### src/rtl/ca_correlator.sv
// C/A code correlator: integrates sign-sampled IF against the local chip stream over one
// code epoch, dumps the signed sum through a valid/ready port and tracks code-phase lock.
module ca_correlator #(
  parameter int CHIPS  = 1023,
  parameter int ACC_W  = 11,
  parameter int THRESH = 300
) (
  input  logic             clk,
  input  logic             rst,
  input  logic             en,
  input  logic             chip_stb,
  input  logic             code,
  input  logic             sample,
  output logic [ACC_W-1:0] corr,
  output logic             corr_valid,
  input  logic             corr_ready,
  output logic [9:0]       chip_cnt,
  output logic             lock,
  output logic             overrun
);

  typedef enum logic [1:0] {
    SEARCH  = 2'd0,
    CONFIRM = 2'd1,
    LOCK    = 2'd2
  } state_t;

  localparam logic [9:0]       LAST_CHIP = 10'(CHIPS - 1);
  localparam logic [ACC_W-2:0] THRESH_U  = (ACC_W-1)'(THRESH);

  logic [ACC_W-1:0] acc_q, acc_d;
  logic [9:0]       cnt_q, cnt_d;
  logic [ACC_W-1:0] corr_q, corr_d;
  logic             corr_valid_q, corr_valid_d;
  logic             overrun_q, overrun_d;
  logic             miss_cnt_q, miss_cnt_d;
  logic             lock_q, lock_d;
  state_t           state_q, state_d;

  logic             strobe;
  logic             last_chip;
  logic [ACC_W-1:0] p;
  logic [ACC_W-1:0] dump_val;
  logic [ACC_W-2:0] mag;
  logic             hit;

  // Epoch accumulation: each strobe adds +1 on agreement, -1 on disagreement.
  always_comb begin
    strobe    = en & chip_stb;
    last_chip = strobe && (cnt_q == LAST_CHIP);
    p         = (code == sample) ? ACC_W'(1) : {ACC_W{1'b1}};
    dump_val  = acc_q + p;
    // |d| fits ACC_W-1 bits since |d| <= CHIPS; negating -CHIPS is therefore exact.
    mag       = dump_val[ACC_W-1] ? (ACC_W-1)'(-dump_val) : dump_val[ACC_W-2:0];
    hit       = (mag >= THRESH_U);

    acc_d = acc_q;
    cnt_d = cnt_q;
    if (strobe) begin
      if (last_chip) begin
        acc_d = '0;
        cnt_d = '0;
      end else begin
        acc_d = dump_val;
        cnt_d = cnt_q + 10'd1;
      end
    end
  end

  always_comb begin
    corr_d       = corr_q;
    corr_valid_d = corr_valid_q;
    overrun_d    = overrun_q;
    if (last_chip) begin
      if (!corr_valid_q || corr_ready) begin
        corr_d       = dump_val;
        corr_valid_d = 1'b1;
      end else begin
        overrun_d = 1'b1;
      end
    end else if (corr_valid_q && corr_ready) begin
      corr_valid_d = 1'b0;
    end
  end

  // Lock FSM advances on every dump, including dumps the output port had to drop.
  always_comb begin
    state_d    = state_q;
    miss_cnt_d = miss_cnt_q;
    if (last_chip) begin
      case (state_q)
        SEARCH: begin
          if (hit) state_d = CONFIRM;
        end
        CONFIRM: begin
          if (hit) begin
            state_d    = LOCK;
            miss_cnt_d = 1'b0;
          end else begin
            state_d = SEARCH;
          end
        end
        LOCK: begin
          if (hit) begin
            miss_cnt_d = 1'b0;
          end else if (!miss_cnt_q) begin
            miss_cnt_d = 1'b1;
          end else begin
            state_d    = SEARCH;
            miss_cnt_d = 1'b0;
          end
        end
        default: begin
          state_d    = SEARCH;
          miss_cnt_d = 1'b0;
        end
      endcase
    end
    lock_d = (state_d == LOCK);
  end

  always_ff @(posedge clk) begin
    if (!rst) begin
      acc_q        <= '0;
      cnt_q        <= '0;
      corr_q       <= '0;
      corr_valid_q <= 1'b0;
      overrun_q    <= 1'b0;
      miss_cnt_q   <= 1'b0;
      lock_q       <= 1'b0;
      state_q      <= SEARCH;
    end else begin
      acc_q        <= acc_d;
      cnt_q        <= cnt_d;
      corr_q       <= corr_d;
      corr_valid_q <= corr_valid_d;
      overrun_q    <= overrun_d;
      miss_cnt_q   <= miss_cnt_d;
      lock_q       <= lock_d;
      state_q      <= state_d;
    end
  end

  assign corr       = corr_q;
  assign corr_valid = corr_valid_q;
  assign chip_cnt   = cnt_q;
  assign lock       = lock_q;
  assign overrun    = overrun_q;

endmodule

### config.mk
export PLATFORM = sky130hd
export DESIGN_NAME = ca_correlator
export DESIGN_NICKNAME = d
export VERILOG_FILES = /design/src/rtl/ca_correlator.sv
export SDC_FILE = /design/constraint.sdc
export NUM_CORES = 1
export LEC_CHECK = 0
export CORE_ASPECT_RATIO = 0.5
export CORE_MARGIN = 8
export CORE_UTILIZATION = 54
export CTS_CLUSTER_DIAMETER = 50
export CTS_CLUSTER_SIZE = 28
export DETAILED_ROUTE_END_ITERATION = 8
export PLACE_DENSITY = 0.76
export SLEW_MARGIN = 20
export SYNTH_ARGS = -nofsm -noshare
export SYNTH_HDL_FRONTEND = slang
export SYNTH_SLANG_ARGS = --single-unit
### constraint.sdc
create_clock -name clk -period 4.7 [get_ports clk]
set_input_delay 0.94 -clock clk [delete_from_list [all_inputs] [get_ports clk]]
set_output_delay 0.94 -clock clk [all_outputs]
set_load 0.05 [all_outputs]
==> results.py, run 1 <==
metrics = {
    "cells_and_area": {
        "final_layout_size_suffix_gt1_share_pct": 5.83,
        "nets": 329,
        "layout_common_cells": "nand2_1, dfxtp_1, clkdlybuf4s50_1, nor2_1, o21ai_0",
        "area_growth_pct": 20.9,
        "seq_area_um2": 761,
        "multiInputGateArea_um2": 1420,
        "layout_commonest_cell": "nand2_1",
        "insertedDiodeCount": 0,
        "fillers": 334,
    },
    "cts": {
        "hold_buffers": 0,
        "ctsLongestPathBuffers": 2,
        "clk_pin_slew_worst_paths_ps": 70,
        "clock_latency_ps": 280,
        "cts_resized": 0,
        "clock-root-buffer": "clkbuf_8",
        "h-tree-depth": 2,
        "cts_setup_buffers": 0,
        "cts_tree": "done",
        "numCtsBuffers": 5,
        "clkSinkCount": 38,
    },
    "logic_synthesis": {
        "avgSynthCellArea_um2": 8.17,
        "synth_edf_count": 0,
        "synth_fp_nets": 293,
        "synth-seq-cells": 38,
        "ys_seq_area_share_pct": 34.1,
        "synth_area_um2": 2230,
        "ys_warn_count": 0,
        "synth-async-reset-ratio_pct": 0,
        "ys.flop_type": "dfxtp_1",
        "syn-instance-count": 273,
        "synth.distinct_cells": 49,
    },
    "timing": {
        "finalCritPeriodShare_pct": 91.3,
        "fin_crit_ps": 4290,
        "finalSetupTns_ps": 0,
        "setup_viol": 0,
        "whs_ps": 465,
        "relSlewSlack_pct": 40.3,
        "skew_ps": 4.51,
        "rsz0062_at_grt": "false",
        "worstMarginPinSlew_ps": 892,
        "slew_violations": 0,
        "max_freq_ghz": 0.233,
        "hold_viol_final": 0,
    },
    "detailed_routing": {
        "avgRoutedWirePerCell_um": 15.2,
        "dr.pass1.iters": 4,
        "drtIter0Drc": 136,
        "drc": 0,
        "dr_total_vias": 2051,
        "antenna_left": 0,
        "viasPerCell": 5.65,
        "wirelength_um": 5510,
    },
    "pwr": {
        "finalPower_mw": 0.867,
        "p_per_area_nw_per_um2": 322,
        "max-vdd-ir-drop_mv": 0.190,
        "leakage_nw": 1.03,
    },
    "worst_setup_path": {
        "critical_path.endpoint_type": "register",
        "arrival_ps": 4500,
        "start_kind": "primary input",
        "worstPathMaxFanout": 11,
        "crit_type": "primary input to register",
        "worstPathRequired_ps": 4910,
    },
    "hold_path": {
        "hold_class": "register to register",
    },
    "floorplan": {
        "core-area_um2": 3920,
        "die_h_um": 61.4,
        "die_w_um": 107,
        "num_rows": 16,
        "dieArea_um2": 6570,
        "ios": 31,
        "start_util_pct": 56.8,
    },
    "place": {
        "hpwl_um": 4020,
        "gp_congestion": 0.892,
        "portBuffers": 30,
    },
    "status": {
        "status": "complete, no violations",
    },
    "grt": {
        "grt_pass1_vias": 1991,
        "grt_usage_pct": 17.6,
        "overflow": 0,
        "grt_start_max_net_pins": 32,
        "grt_pass1_wl_um": 9380,
        "antenna_found_initial": 0,
    },
    "job": {
        "cap_viol_max_count": 0,
    },
}
[final timing paths]
| kind | from | endpoint | slack, ps | cells past startpoint |
|---|---|---|---|---|
| setup / recovery | sample | state_q[0]$_SDFF_PN0_ | 410 | 14 |
| hold / removal | overrun$_SDFFE_PN0P_ | overrun$_SDFFE_PN0P_ | 470 | 1 |
| setup reg to reg | acc_q[0]$_SDFFE_PN0P_ | state_q[0]$_SDFF_PN0_ | 1300 | 11 |
| hold reg to reg | overrun$_SDFFE_PN0P_ | overrun$_SDFFE_PN0P_ | 470 | 1 |
[registers in the layout, indices dropped and copies added, names as in the netlist]
signal      count
acc_q          11
corr           11
chip_cnt       10
state_q         2
corr_valid      1
lock            1
miss_cnt_q      1
overrun         1
[through the flow]
| step | std cells | setup WS [ps] | area [um2] | utilization [%] |
|---|---|---|---|---|
| after floorplan | 273 | 703 | 2230 | - |
| final | 363 | 409 | 2700 | 68.7 |
| after CTS | 363 | 455 | 2700 | 68.7 |
| after global placement | 356 | 350 | 2620 | 66.8 |
| after detailed placement | 356 | 218 | 2620 | 66.8 |
| after global routing | 363 | 123 | 2700 | 68.7 |
[layout make-up]
class / instances / area share (%)
clock buffers: 7 / 2.83
well taps: 54 / 2.51
repair buffers: 39 / 13.6
inverters: 2 / 0.278
multi-input cells: 223 / 52.5
flip-flops and latches: 38 / 28.2
[synthesized netlist by cell type (3+ instances only)]
cell type	number	area (um2)
xnor2_1	7	61.3
a22oi_1	4	30.0
dfxtp_1	38	761
o211a_1	3	30.0
nand2b_1	4	25.0
nor3_1	7	35.0
ha_1	12	150
nand4_1	7	43.8
xor2_1	11	96.3
o21a_1	5	37.5
a21oi_1	7	35.0
a211oi_1	5	37.5
nor2_1	22	82.6
nor2b_1	7	43.8
a21o_1	3	22.5
clkbuf_1	9	33.8
o21ai_0	15	75.1
and2_1	12	75.1
nand2_1	43	161
a21boi_0	11	82.6
nand3_1	7	35.0
[power by group]
group | internal, mW | total [mW] | leakage, nW | switching [mW]
registers | 0.335 | 0.348 | 0.308 | 0.0126
clock network | 0.102 | 0.208 | 0.0383 | 0.106
logic | 0.130 | 0.311 | 0.683 | 0.181
[cells by family after synthesis]
kind of cell	after synthesis	share of synthesized area (%)
AOI/OAI and AO/OA	71	22.3
xor gates and xnor gates	18	7.07
adders and majority gates	13	7.63
buffers and inverters	12	2.36
DFF	38	34.1
and+or+nand+nor	121	26.5
[metal layers]
layer / wire (um) / GRT usage (%) / up-vias
met5: 0 / 0 / -
met2: 2380 / 29.5 / 60
met1: 2680 / 22.3 / 945
met3: 430 / 5.85 / 4
met4: 21 / 2.38 / 0
li1: - / - / 1042
[worst max-delay path, stage by stage]
cell	delay, ps
clkdlybuf4s50_1	410
xor2_1	170
buf_4	180
fa_1	410
a211oi_1	460
nor2_1	120
xor2_1	220
or2_2	340
o31ai_1	250
o31ai_1	110
o221ai_1	190
o21ai_1	130
or4_1	400
a21boi_1	160
No activity file was read; power rests on OpenSTA's default activity.
==> inputs of run 2 (changes only) <==
--- a/config.mk
+++ b/config.mk
@@ -8,7 +8,6 @@
 export CORE_ASPECT_RATIO = 0.5
 export CORE_MARGIN = 8
 export CORE_UTILIZATION = 54
-export CTS_CLUSTER_DIAMETER = 50
 export CTS_CLUSTER_SIZE = 28
 export DETAILED_ROUTE_END_ITERATION = 8
 export PLACE_DENSITY = 0.76
==> results of run 2 <==
The final DEF is identical to that of run 1; final timing and power are the same.
